===== config.mk =====
export PLATFORM = sky130hd
export DESIGN_NAME = unstripe_sched_flat
export DESIGN_NICKNAME = d
export VERILOG_FILES = /design/src/rtl/unstripe_sched_if.sv /design/src/rtl/unstripe_sched.sv /design/src/flat_wrapper.sv
export SDC_FILE = /design/constraint.sdc
export NUM_CORES = 1
export LEC_CHECK = 0
export BUFFER_PORTS_ARGS = -buffer_cell sky130_fd_sc_hd__buf_2
export CELL_PAD_IN_SITES_DETAIL_PLACEMENT = 1
export CELL_PAD_IN_SITES_GLOBAL_PLACEMENT = 1
export CORE_MARGIN = 1.5
export CORE_UTILIZATION = 25
export CTS_CLUSTER_SIZE = 30
export DETAILED_ROUTE_END_ITERATION = 10
export PLACE_DENSITY = 0.56
export SLEW_MARGIN = 20
export SYNTH_ARGS = -nofsm -noshare
export SYNTH_HDL_FRONTEND = slang
export SYNTH_SLANG_ARGS = --single-unit

===== constraint.sdc =====
create_clock -name clk_2f -period 12.06 [get_ports clk_2f]
set_input_delay 0.603 -clock clk_2f [delete_from_list [all_inputs] [get_ports clk_2f]]
set_output_delay 0.603 -clock clk_2f [all_outputs]
set_load 0.01 [all_outputs]

===== src/rtl/unstripe_sched_if.sv =====
// unstripe_sched_if: striped lane inputs and serialised output stream of the unstripe path
interface unstripe_sched_if #(parameter int DATA_W = 32);
    logic [DATA_W-1:0] lane0;
    logic              valid0;
    logic [DATA_W-1:0] lane1;
    logic              valid1;
    logic              out_ready;
    logic [DATA_W-1:0] dataOut;
    logic              validOut;
    modport master (output lane0, valid0, lane1, valid1, out_ready, input dataOut, validOut);
    modport slave (input lane0, valid0, lane1, valid1, out_ready, output dataOut, validOut);
endinterface


===== src/rtl/unstripe_sched.sv =====
// unstripe_sched: round-robin re-serialiser of two striped lanes with alignment, backpressure and sticky error detection
module unstripe_sched #(
    parameter int DATA_W = 32,
    parameter int DEPTH = 4,
    parameter int SKEW_MAX = 2
) (
    input  logic            clk_2f,
    input  logic            reset,
    input  logic            resync,
    unstripe_sched_if.slave bus,
    output logic            overflow0,
    output logic            overflow1,
    output logic            err_skew,
    output logic            busy
);
    localparam int AW = $clog2(DEPTH);
    localparam int SW = $clog2(SKEW_MAX + 2) + 1;
    localparam logic signed [SW-1:0] ONE = SW'(1);
    localparam logic signed [SW-1:0] ZERO = SW'(0);
    localparam logic signed [SW-1:0] SMAX = SW'(SKEW_MAX);
    localparam logic signed [SW-1:0] SSAT = SW'(SKEW_MAX + 1);
    localparam logic [AW:0] FULL = (AW + 1)'(DEPTH);
    typedef enum logic [1:0] {IDLE, RUN, ERROR} state_t;
    state_t state, state_nx;
    logic [DATA_W-1:0] mem0 [DEPTH];
    logic [DATA_W-1:0] mem1 [DEPTH];
    logic [AW-1:0] wp0, rp0, wp1, rp1;
    logic [AW:0] cnt0, cnt1;
    logic ptr;
    logic signed [SW-1:0] skew, skew_sum, skew_nx;
    logic req0, req1, pop, pop0, pop1, drop0, drop1, wr0, wr1, skew_bad;
    always_comb begin
        req0 = state != ERROR && bus.valid0;
        req1 = (state == RUN && bus.valid1) || (state == IDLE && bus.valid0 && bus.valid1);
        pop = state == RUN && (ptr ? cnt1 != '0 : cnt0 != '0) && (!bus.validOut || bus.out_ready);
        pop0 = pop && !ptr;
        pop1 = pop && ptr;
        drop0 = req0 && cnt0 == FULL && !pop0;
        drop1 = req1 && cnt1 == FULL && !pop1;
        wr0 = req0 && !drop0;
        wr1 = req1 && !drop1;
        skew_sum = skew + (req0 ? ONE : ZERO) - (req1 ? ONE : ZERO);
        skew_bad = state != ERROR && (skew_sum > SMAX || skew_sum < -SMAX);
        skew_nx = skew_sum > SMAX ? SSAT : skew_sum < -SMAX ? -SSAT : skew_sum;
        state_nx = resync ? IDLE
                 : (state == ERROR || drop0 || drop1 || skew_bad) ? ERROR
                 : req0 ? RUN : state;
    end
    always_ff @(posedge clk_2f or posedge reset)
        if (reset) state <= IDLE;
        else state <= state_nx;
    always_ff @(posedge clk_2f) begin
        if (wr0) mem0[wp0] <= bus.lane0;
        if (wr1) mem1[wp1] <= bus.lane1;
    end
    always_ff @(posedge clk_2f or posedge reset) begin
        if (reset) begin
            {wp0, rp0, wp1, rp1, cnt0, cnt1, ptr} <= '0;
            skew <= ZERO;
            bus.dataOut <= '0;
            bus.validOut <= 1'b0;
            {overflow0, overflow1, err_skew} <= '0;
        end else if (resync) begin
            {wp0, rp0, wp1, rp1, cnt0, cnt1, ptr} <= '0;
            skew <= ZERO;
            bus.dataOut <= '0;
            bus.validOut <= 1'b0;
            {overflow0, overflow1, err_skew} <= '0;
        end else begin
            wp0 <= wp0 + AW'(wr0);
            wp1 <= wp1 + AW'(wr1);
            rp0 <= rp0 + AW'(pop0);
            rp1 <= rp1 + AW'(pop1);
            cnt0 <= cnt0 + (AW + 1)'(wr0) - (AW + 1)'(pop0);
            cnt1 <= cnt1 + (AW + 1)'(wr1) - (AW + 1)'(pop1);
            ptr <= ptr ^ pop;
            skew <= skew_nx;
            overflow0 <= overflow0 | drop0;
            overflow1 <= overflow1 | drop1;
            err_skew <= err_skew | skew_bad;
            if (pop) begin
                bus.dataOut <= ptr ? mem1[rp1] : mem0[rp0];
                bus.validOut <= 1'b1;
            end else if (state != RUN || bus.out_ready) begin
                bus.validOut <= 1'b0;
            end
        end
    end
    assign busy = state == RUN;
endmodule


===== src/flat_wrapper.sv =====
// flat-port wrapper written by rule: the top's interface ports become plain ports
module unstripe_sched_flat 
#(
    parameter int DATA_W = 32,
    parameter int DEPTH = 4,
    parameter int SKEW_MAX = 2
)
  (clk_2f, reset, resync, overflow0, overflow1, err_skew, busy, bus_lane0, bus_valid0, bus_lane1, bus_valid1, bus_out_ready, bus_dataOut, bus_validOut);
  unstripe_sched_if #(.DATA_W(DATA_W)) bus_i ();
  input  logic clk_2f;
  input  logic reset;
  input  logic resync;
  output logic overflow0;
  output logic overflow1;
  output logic err_skew;
  output logic busy;
  input wire logic [$bits(bus_i.lane0)-1:0] bus_lane0;
  input wire logic [$bits(bus_i.valid0)-1:0] bus_valid0;
  input wire logic [$bits(bus_i.lane1)-1:0] bus_lane1;
  input wire logic [$bits(bus_i.valid1)-1:0] bus_valid1;
  input wire logic [$bits(bus_i.out_ready)-1:0] bus_out_ready;
  output wire logic [$bits(bus_i.dataOut)-1:0] bus_dataOut;
  output wire logic [$bits(bus_i.validOut)-1:0] bus_validOut;
  assign bus_i.lane0 = bus_lane0;
  assign bus_i.valid0 = bus_valid0;
  assign bus_i.lane1 = bus_lane1;
  assign bus_i.valid1 = bus_valid1;
  assign bus_i.out_ready = bus_out_ready;
  assign bus_dataOut = bus_i.dataOut;
  assign bus_validOut = bus_i.validOut;
  unstripe_sched #(.DATA_W(DATA_W), .DEPTH(DEPTH), .SKEW_MAX(SKEW_MAX)) u_core (.clk_2f(clk_2f), .reset(reset), .resync(resync), .bus(bus_i), .overflow0(overflow0), .overflow1(overflow1), .err_skew(err_skew), .busy(busy));
endmodule

==> results list, run 1 <==
* Post-synthesis register bit count: 312
- The worst setup path is launched from a register.
- Summed over its instances, the top area cell type makes up 63.7% of the synthesized netlist area.
- The via count of the first global-routing pass was 6494.
* H-Tree Depth: 1
- Total negative slack for setup checks: 0 ns
- Post-synth design cell area: 12100 sq um
* DRC violation count after routing: 0
- Area taken by flip-flops and latches: 9090 sq um
- The filler cells instantiated in the layout total 4966.
- Cell-by-cell listing of the critical path: nor4_2, a2111oi_2, ha_1, nor4b_1, nand2b_1, inv_1, ha_1, inv_1, fa_1, xor2_1, xnor2_1, nor2_1
* Share of flip-flops with an asynchronous set or reset: 17.9%
* Area of combinational cells with multiple inputs: 2780 sq um
- The tool flagged a number of max-cap violations equal to 0.
* Vias: 6146
- Entering global routing, the biggest net connects 57 pins.
- The number of antenna violations at the first check in global routing was 8.
- WS Path Type: register to register
* Post-CTS Setup Repair Bufs: 0
- Total Die Area: 49600 sq um
- Relative slew margins: 36.1%
- STA classifies the critical path endpoint as a register.
- FP Rows: 80
* Final Cycle Share: 28.8%
- Post-CTS Hold Buffers: 0
* Total congestion overflow after global routing: 0
- The worst-case IR drop observed on VDD is 0.107 mV.
* Leakage power: 5.04 nW
- The cell sitting at the root of the clock tree is a clkbuf_16.
- Die width: 223 microns
* Bufs on Longest Clock Path: 3
- The first TritonRoute pass finished after 4 iterations.
- At the pin with the least slew margin, the transition time is 0.956 ns.
- Across the routed clock network, the largest skew measured is 0.0117 ns.
* Layout overhead on the synthesized area: 19.6%
- After clock tree synthesis, the clock-pin slew on the worst setup and hold paths is 0.06 ns.
- In this run, the number of DRC markers left after iteration 0 of detailed routing was 351.
* Maximum fanout encountered on the critical timing path: 24
* Biggest area contributors in the synthesized netlist: edfxtp_1 (64%), dfrtp_1 (12%), mux2i_1 (7.8%)
- The count of nets left with antenna violations once routing finished came out at 0.
* Sequential element share of the synthesized area: 75.3%
* Final critical path time including I/O delays and setup: 3.47 ns
- The path class of the tightest hold or removal check is input pin to async pin.
- Die extent in y: 223 microns
- Setup violations remaining at the end of the flow were counted as 0.
- Tightest hold margin: 0.248 ns
- Setup slack on the worst flop-to-flop path: 8.59 ns
* Clock tree from TritonCTS: done
* Total I/O pin count: 107
- Data arrival, critical path: 3.90 ns
* Setup repair after global routing missed its margin: false
* Dominant cell by count in the synthesized netlist: edfxtp_1
- Starting density of the core: 25.3%
- GP Congestion: 0.720
* Outcome: finished, final reports clean
- The netlist uses 35 different library cells.
- The number of gates resized after CTS was 0.
- After detailed routing, the average wire length per cell comes to 19.6 microns.
- Post-detail-place hpwl: 18.1 mm
- Ys flop type: edfxtp_1
- Number of nets in the synthesized netlist: 746
- Slowest cell delay on critical path: 0.84 ns
- Slowest library cell on the worst path: dfrtp_1
* Via density: 4.33
- Cells with a size suffix above 1 make up 25.4% of the layout.
* Req. time, crit path: 12.49 ns
- Source-to-sink clock delay at the later pin of the worst-skew pair: 0.57 ns
- The Yosys step of the flow raised 0 warnings.
* Wire length of the first global-routing pass: 41.8 mm
- The largest total area in the synthesized netlist belongs to edfxtp_1.
* Final slew viol count: 0
* Mean cell area of the mapped netlist: 18.3 sq um
- Maximum clock rate: 0.288 GHz
- The core region is 47600 sq um.
* Global router's overall resource usage: 11.2%
- Wires add up to 27.8 mm.
- After the last flow step, the layout net total stands at 864.
- For this design the ratio of total power to cell area is 196 nW/um^2.
- The number of hold violations in the final report was 0.
- # clock sinks: 312
- Commonest cells post-synth: edfxtp_1 (256), mux2i_1 (94), dfrtp_1 (56)
- Number of enable-type register cells in the synthesized netlist: 256
- Setup slack at placement: 8.29 ns
- Number of input and output port buffers inserted: 106
* Number of instances in the synthesized netlist: 661
- In the post-route analysis, the smallest setup slack over all paths is 8.59 ns.
* TritonCTS buffer count: 31
## layout by cell type (no fill, tap or decap), types with 14 or more instances in the layout
| master | synthesis | final |
|---|---|---|
| a221oi_1 | 15 | 15 |
| a22o_1 | 17 | 17 |
| a22oi_1 | 33 | 33 |
| a32o_1 | 16 | 16 |
| buf_2 | 17 | 106 |
| buf_4 | 3 | 14 |
| clkbuf_16 | 0 | 31 |
| dfrtp_1 | 56 | 54 |
| edfxtp_1 | 256 | 256 |
| inv_1 | 15 | 14 |
| mux2i_1 | 94 | 94 |
| mux4_2 | 16 | 16 |
| nor2_1 | 38 | 34 |
## final cells by class
| type | count | area share, % |
|---|---|---|
| flip-flops and latches | 312 | 63.0 |
| diodes | 1 | 0.0173 |
| multi-input cells | 298 | 19.3 |
| clock buffers | 41 | 5.98 |
| inverters | 15 | 0.390 |
| well taps | 615 | 5.33 |
| repair buffers | 121 | 4.54 |
| clock inverters | 17 | 1.47 |
## worst paths after layout
check | startpoint | to | cells past startpoint
max | u_core.ptr | u_core.cnt1[2] | 12
min | reset | u_core.bus.dataOut[4] | 3
max reg2reg | u_core.ptr | u_core.cnt1[2] | 12
min reg2reg | u_core.bus.dataOut[3] | u_core.bus.dataOut[3] | 1
max in group asynchronous | reset | u_core.rp1[0] | 3
min in group clk_2f | bus_lane0[18] | u_core.mem0[3][18] | 1
## worst max-delay path, delay by kind of cell (launching register included)
kind / cells / cell delay (ns)
compound gates: 1 / 0.56
xor+xnor: 2 / 0.30
fa+ha+maj: 3 / 0.87
buf+inv: 2 / 0.21
flops: 1 / 0.84
simple gates: 4 / 0.53
## report_power, final
part           internal (mW)  switching [mW]  total [mW]
Sequential              1.30          0.0482        1.35
Clock                  0.608           0.404        1.01
Combinational          0.184           0.286       0.470
## flip-flops by register name, summed over array words and instances (netlist names)
register / flops
u_core.mem0: 128
u_core.mem1: 128
u_core.bus.dataOut: 32
u_core.cnt0: 3
u_core.cnt1: 3
u_core.skew: 3
u_core.rp0: 2
u_core.rp1: 2
u_core.state: 2
u_core.wp0: 2
u_core.wp1: 2
u_core.bus.validOut: 1
u_core.err_skew: 1
u_core.overflow0: 1
u_core.overflow1: 1
u_core.ptr: 1
## per-stage QoR
stage / instance area [sq um] / cells / util [%] / total power, mW
6_report: 14400 / 1420 / 30.3 / 2.83
5_1_grt: 14400 / 1420 / 30.3 / 2.96
4_1_cts: 14400 / 1418 / 30.2 / 2.87
3_5_place_dp: 13300 / 1360 / 28.0 / 1.85
3_3_place_gp: 13300 / 1360 / 28.0 / 1.84
2_1_floorplan: 12100 / 661 / - / 1.67
## layer usage
metal	wire length (microns)	vias to the layer above	global-route usage (%)
met5	82	-	0
met4	564	14	3.84
met3	1290	46	2.38
met2	13200	101	17.7
met1	12700	3137	15.2
li1	-	2848	-
## logic make-up (layout without fill, tap and decap cells)
group                      count (synthesis)  count (layout)  share of synthesized area (%)
and+or+nand+nor                           72              72                           3.00
xor gates and xnor gates                   9               9                          0.767
muxes                                    113             113                           11.1
adders and majority gates                 15              15                           1.74
AOI/OAI and AO/OA                         89              89                           6.15
other                                      0               1                              0
buffers and inverters                     51             194                           1.98
DFF                                      312             312                           75.3
Power figures use the tool's default switching activity.
==> inputs of run 2 (changes only) <==
- clock period: 12.06 -> 3.4 ns (I/O delays scaled with it)
==> run 2 against run 1 <==
Die area unchanged. Via count is 5.8% higher. Power rose to 3.5 times the previous value. Sequential cell count unchanged. Register-to-register slack lost 8.3 ns. Clock power rose to 3.3 times the previous value. Non-clock buffer count is 77 higher. First-iteration DRC count increased by 20%. Critical endpoint is now u_core.mem1[2][19].
==> results list, run 2 (synthesis gave the netlist of run 1 again) <==
* Worst Clk Skew: 0.0157 ns
* Clk pin slew, worst setup/hold paths: 0.06 ns
- In this run, post-CTS hold repair placed 67 buffers.
- Source-to-sink clock delay at the later pin of the worst-skew pair: 0.57 ns
- Worst hold endpoint: u_core.skew[1]
* Most frequent standard cell in the layout excluding fill and tap cells: edfxtp_1
- DRT antenna net count: 0
- In this run the vertical extent of the chip is 223 microns.
- Summed over all failing endpoints, the final setup total negative slack is 0 ns.
* Highest routing layer actually used: met5
- The post-route netlist has 23.6% of its cells at a drive strength greater than 1.
- Post-detail-place hpwl: 18.5 mm
- STA puts the critical path data required time at 3.64 ns.
- Cell internal power was estimated by the tool at 7.24 mW.
* WS Path Type: register to register
- The worst hold path passes through 2 cells.
- Clock network fraction of design power: 33.5%
- Leaving out fill and tap cells, the most frequent cells in the layout are edfxtp_1 (256), buf_2 (106), mux2i_1 (94).
- The tightest min-delay check is of the input pin to register type.
- Number of input and output port buffers inserted: 106
- Total Nets Final: 941
- In this run the critical register-to-register path is launched from u_core.state[1].
* Layout overhead on the synthesized area: 25.0%
- Net switching is 26.6% of the power.
- Maximum clock rate: 0.324 GHz
* Total congestion overflow after global routing: 0
- Bufs on Longest Clock Path: 3
* Data arrival, critical path: 3.33 ns
- Power Density: 654 nW/um^2
* Endpoint type of the worst setup path: register
- Number of resized instances in the post-cts repair step: 0
- Vias: 6501
- Sequential cell fraction of total power: 48.7%
* Final setup violation count: 0
* Cell at the root of the clock tree: clkbuf_16
* Final Hold Viols: 0
* Slew of the pin with the lowest slew margin: 0.948 ns
- The congestion estimate from routability-driven global placement came to 0.726.
* TritonCTS buffer count: 31
- Placeable core area: 47600 sq um
- Along the worst path, the maximum fanout reaches 22.
- Final Cycle Share: 90.7%
- Setup repair after global routing left no endpoint under its margin.
- Maximum number of pins on one net before global-route repair: 42
* Total wire length: 28.4 mm
* Final slew viol count: 0
- In this run the number of H-tree levels came out at 1.
- Relative slew margins: 36.7%
- For this block, the initial DRC count from the detailed router was 422.
- Via density: 4.35
* Global router's overall resource usage: 11.3%
- Counting I/O delays and the setup requirement, the final critical path takes 3.08 ns.
- Setup slack on the worst flop-to-flop path: 0.32 ns
- Largest vdd supply drop: 0.447 mV
* Clock tree from TritonCTS: done
- Hold path start: resync
* Pre-antenna DRT Iters: 4
- The die covers 49600 sq um.
- The number of antenna violations at the first check in global routing was 3.
- The initial utilization of the core area, before any placement, comes to 25.3%.
- Wire length of the first global-routing pass: 42.6 mm
- The floorplan step set the die width to 223 microns.
- FP Rows: 80
* DRC violation count after routing: 0
- Post-CTS Setup Repair Bufs: 0
- Biggest regs: u_core.mem0: 128 flops, u_core.mem1: 128 flops, u_core.bus.dataOut: 32 flops
- The via count of the first global-routing pass is 6795.
- Fraction of power consumed by combinational cells: 17.8%
- Sw Pwr: 2.63 mW
- Length of routed met2 wiring: 12.9 mm
- Summed over all cells, the static leakage comes to 5.32 nW.
* Wire length per cell: 19.0 microns
* Reg-to-Reg End: u_core.mem1[2][19]
- Max-cap violations: 0
* # clock sinks: 312
- Outcome: finished, final reports clean
* R2R depth: 9
- Once placement finished, the instance area stood at 13400 sq um.
- Kind of start point of the critical path: register
- Final core utilization: 31.7%
* Cell area after layout: 15100 sq um
* Total I/O pin count: 107
- Wire length on met3: 1.15 mm
- Met1 WL: 13.6 mm
-- run 2: cell count changes in the layout (fill, tap and decap cells not counted), moves of 2 or more --
cell,before,now
buf_4,14,25
bufinv_16,5,1
clkbuf_1,5,9
dlygate4sd3_1,0,67
nor3b_2,2,0
nor3b_4,0,2
-- run 2: cell type report --
type	instances	area [sq um]
Fill cell	4931	32600
Sequential cell	312	9090
Antenna cell	1	2.50
Multi-Input combinational cell	298	2790
Tap cell	615	769
Clock inverter	11	83.8
Clock buffer	46	903
Inverter	15	56.3
Timing Repair Buffer	198	1390
-- run 2: power groups by stage --
| stage | logic (mW) | registers (mW) | clock network (mW) |
|---|---|---|---|
| floorplan | 1.09 | 4.84 | 0 |
| global placement | 1.70 | 4.88 | 0 |
| detailed placement | 1.72 | 4.89 | 0 |
| CTS | 1.79 | 4.81 | 3.41 |
| global route | 1.94 | 4.85 | 3.55 |
| finish | 1.75 | 4.81 | 3.31 |
-- run 2: worst max path at each step --
| stage | end | cells past startpoint | slack, ns | startpoint |
|---|---|---|---|---|
| final | u_core.mem1[2][19] | 9 | 0.32 | u_core.state[1] |
| after global routing | u_core.mem1[2][19] | 9 | 0.08 | u_core.state[1] |
| after CTS | u_core.mem1[2][19] | 9 | 0.26 | u_core.state[1] |
| after detailed placement | u_core.mem1[2][1] | 9 | 0.28 | u_core.state[1] |
| after global placement | u_core.mem1[2][1] | 9 | 0.34 | u_core.cnt1[1] |
| after floorplan | u_core.mem0[0][0] | 6 | 0.06 | u_core.state[1] |
-- run 2: critical path: stages (launching register included) --
cell and delay [ns]:
dfrtp_1 0.40, nand2b_1 0.20, a2111oi_2 0.52, ha_1 0.31, nor4b_1 0.09, nand2b_1 0.25, inv_1 0.16, nand2_1 0.10
nor2_4 0.32, buf_4 0.39
-- run 2: stage by stage --
step                      hold slack (ns)  cells  power, mW  worst slack (ns)
after CTS                          0.0403   1495       10.0             0.264
final                              0.0611   1496       9.87             0.316
after global placement              0.385   1371       6.57             0.339
after floorplan                     0.236    661       5.93            0.0610
after global routing               0.0851   1496       10.3            0.0815
after detailed placement            0.389   1371       6.61             0.276
-- run 2: routing by layer --
metal	GRT usage (%)	vias to the layer above
met5	0	-
met4	3.64	4
met3	1.97	44
met2	17.7	107
met1	16.0	3339
li1	-	3007
==> inputs of run 3 (changes only) <==
--- a/config.mk
+++ b/config.mk
@@ -14,2 +14,3 @@
 export DETAILED_ROUTE_END_ITERATION = 10
+export HOLD_SLACK_MARGIN = 0.05
 export PLACE_DENSITY = 0.56
==> constraint.sdc (replaced) <==
create_clock -name clk_2f -period 3.4 [get_ports clk_2f]
set_input_delay 0 -clock clk_2f [delete_from_list [all_inputs] [get_ports clk_2f]]
set_output_delay 0 -clock clk_2f [all_outputs]
set_load 0.01 [all_outputs]
==> run 3 against run 2 <==
Die area stayed put. Sequential cell count stayed put. Critical path type unchanged. Largest power group unchanged. Routed wire length is 0.27% lower. Highest routed layer unchanged. Non-clock buffer count is 7 higher. Power hardly changed.
==> results list, run 3 (synthesis gave the netlist of run 1 again) <==
- Number of global-route vias before repair: 6944
- Vias: 6543
* Layout overhead on the synthesized area: 25.6%
* Endpoint type of the worst setup path: register
- Clock tree synthesis selected as its root buffer the cell clkbuf_16.
- The run finished with clean final reports.
- Clk pin slew, worst setup/hold paths: 0.06 ns
- H-Tree Depth: 1
* Final setup violation count: 0
- R2R depth: 12
- Leaving out fill and tap cells, the most frequent cell in the layout is edfxtp_1.
- Across the run, the number of max-cap violations was 0.
* Biggest regs: u_core.mem0: 128 flops, u_core.mem1: 128 flops, u_core.bus.dataOut: 32 flops
- Setup total negative slack on the finished layout was measured at 0 ns.
- Setup slack at placement: 0.405 ns
- Setup slack closes at 0.209 ns.
- DRT antenna net count: 0
* Starting density of the core: 25.3%
* Top library cells by usage in the layout, fill and taps aside: edfxtp_1 (256), buf_2 (106), mux2i_1 (94)
* Maximum clock rate: 0.313 GHz
- No sink is reached through more buffers than the 3 on the longest clock path.
- Source-to-sink clock delay at the later pin of the worst-skew pair: 0.56 ns
* TritonCTS buffer count: 31
* Post-detail-place hpwl: 18.6 mm
- # clock sinks: 312
- The number of antenna violations at the first check in global routing is 5.
- The worst path in the final design needs a cycle of 3.19 ns, including I/O delays and setup.
- At the end of the flow, the number of nets in the layout was 948.
* Clock tree from TritonCTS: done
- Critical R2R Launch: u_core.state[0]
* DRC violation count after routing: 0
- At the pin with the least slew margin, the transition time is 0.702 ns.
* Worst Clk Skew: 0.0133 ns
- The first global-routing pass estimated 43.0 mm of wire.
- The die covers 49600 sq um.
- Power Density: 651 nW/um^2
- At the end of routability-driven placement, the weighted congestion stood at 0.699.
* Total congestion overflow after global routing: 0
- In this run the core area contains 80 standard-cell rows.
- Die extent in y: 223 microns
- Maximum fanout encountered on the critical timing path: 4
- In this run the worst hold path is classified as input pin to async pin.
* Wire length per cell: 18.8 microns
* Global router's overall resource usage: 11.3%
- The number of hold violations in the final report is 0.
- Setup slack on the worst flop-to-flop path: 0.21 ns
* Total I/O pin count: 107
* Final slew viol count: 0
* Iter 0 DRT Violations: 385
* Total wire length: 28.3 mm
- Kind of start point of the critical path: register
- By startpoint and endpoint, the worst setup path is classified as register to register.
- Using the TritonRoute via totals, the vias-per-cell ratio works out to 4.34.
* Pre-antenna DRT Iters: 4
* Reg-to-Reg End: u_core.state[0]
- Layout cell share with drive strength beyond 1: 24.0%
- Cells fill 31.8% of the core in the end.
* Relative slew margins: 53.0%
- Placeable core area: 47600 sq um
* Leakage power: 5.36 nW
- Final Cycle Share: 93.9%
- STA puts the critical path data arrival time at 3.69 ns.
* Die width: 223 microns
* Post-layout total power: 9.87 mW
- Req. time, crit path: 3.89 ns
* Number of input and output port buffers inserted: 106
- Maximum number of pins on one net before global-route repair: 40
- Largest vdd supply drop: 0.352 mV
- Setup repair after global routing left no endpoint under its margin.
## run 3: cell count changes in the layout (fill, tap and decap cells not counted), moves of 2 or more
cell	before	now
dlygate4sd3_1	67	71
clkinv_1	2	4
clkinv_2	6	9
clkbuf_8	5	2
diode_2	1	3
buf_4	25	27
## run 3: per-stage QoR
step           hold slack [ns]  cell area [sq um]  instances
2_1_floorplan           0.0656              12100        661
3_3_place_gp             0.127              13400       1372
3_5_place_dp             0.125              13400       1372
4_1_cts                 0.0892              15100       1501
5_1_grt                  0.135              15200       1506
6_report                0.0897              15200       1506
## run 3: layer usage
| layer | GRT usage (%) | wire, microns | up-vias |
|---|---|---|---|
| li1 | - | - | 3023 |
| met1 | 15.4 | 13100 | 3353 |
| met2 | 18.4 | 13400 | 117 |
| met3 | 2.06 | 1240 | 46 |
| met4 | 3.05 | 505 | 4 |
| met5 | 0 | 28 | - |
## run 3: layout make-up
cell class	instances	area (sq um)
clock buffer	42	837
tap	615	769
sequential	312	9090
antenna	3	7.51
clock inverter	16	129
inverter	15	56.3
fill	4902	32500
timing repair buffer	205	1460
multi-input combinational	298	2800
## run 3: where the power goes
group / leakage [nW] / internal [mW] / switching [mW]
combinational: 1.79 / 0.776 / 1.02
sequential: 3.09 / 4.61 / 0.199
clock: 0.481 / 1.87 / 1.39
total: 5.36 / 7.26 / 2.61
## run 3: how the worst max path moves through the flow
stage / startpoint / to / slack (ns) / depth (start not counted)
final: u_core.state[0] / u_core.state[0] / 0.21 / 12
after global routing: u_core.state[0] / u_core.state[0] / 0.00006 / 12
after CTS: u_core.state[0] / u_core.state[0] / 0.14 / 12
after detailed placement: u_core.cnt1[1] / u_core.mem1[2][27] / 0.40 / 9
after global placement: u_core.state[1] / u_core.mem1[2][1] / 0.44 / 9
after floorplan: u_core.state[1] / u_core.mem0[0][0] / 0.06 / 6
## run 3: timing repair
action / 4_1_cts / 5_1_grt
hold endpoints to repair: 306 / 0
endpoints found under the setup margin: 0 / 1
gates resized for setup: 0 / 3
hold buffers: 71 / 0
buffers inserted: 0 / 2
## run 3: worst max-delay path, cell delays in order (launching register included)
cell and delay [ns]:
dfrtp_1 0.42, nor2_2 0.13, nor3b_2 0.05, buf_4 0.15, ha_1 0.28, inv_1 0.06, ha_1 0.13, inv_1 0.05
fa_1 0.39, xnor3_1 0.26, mux2_2 0.38, nor4_2 0.24, dlygate4sd3_1 0.57
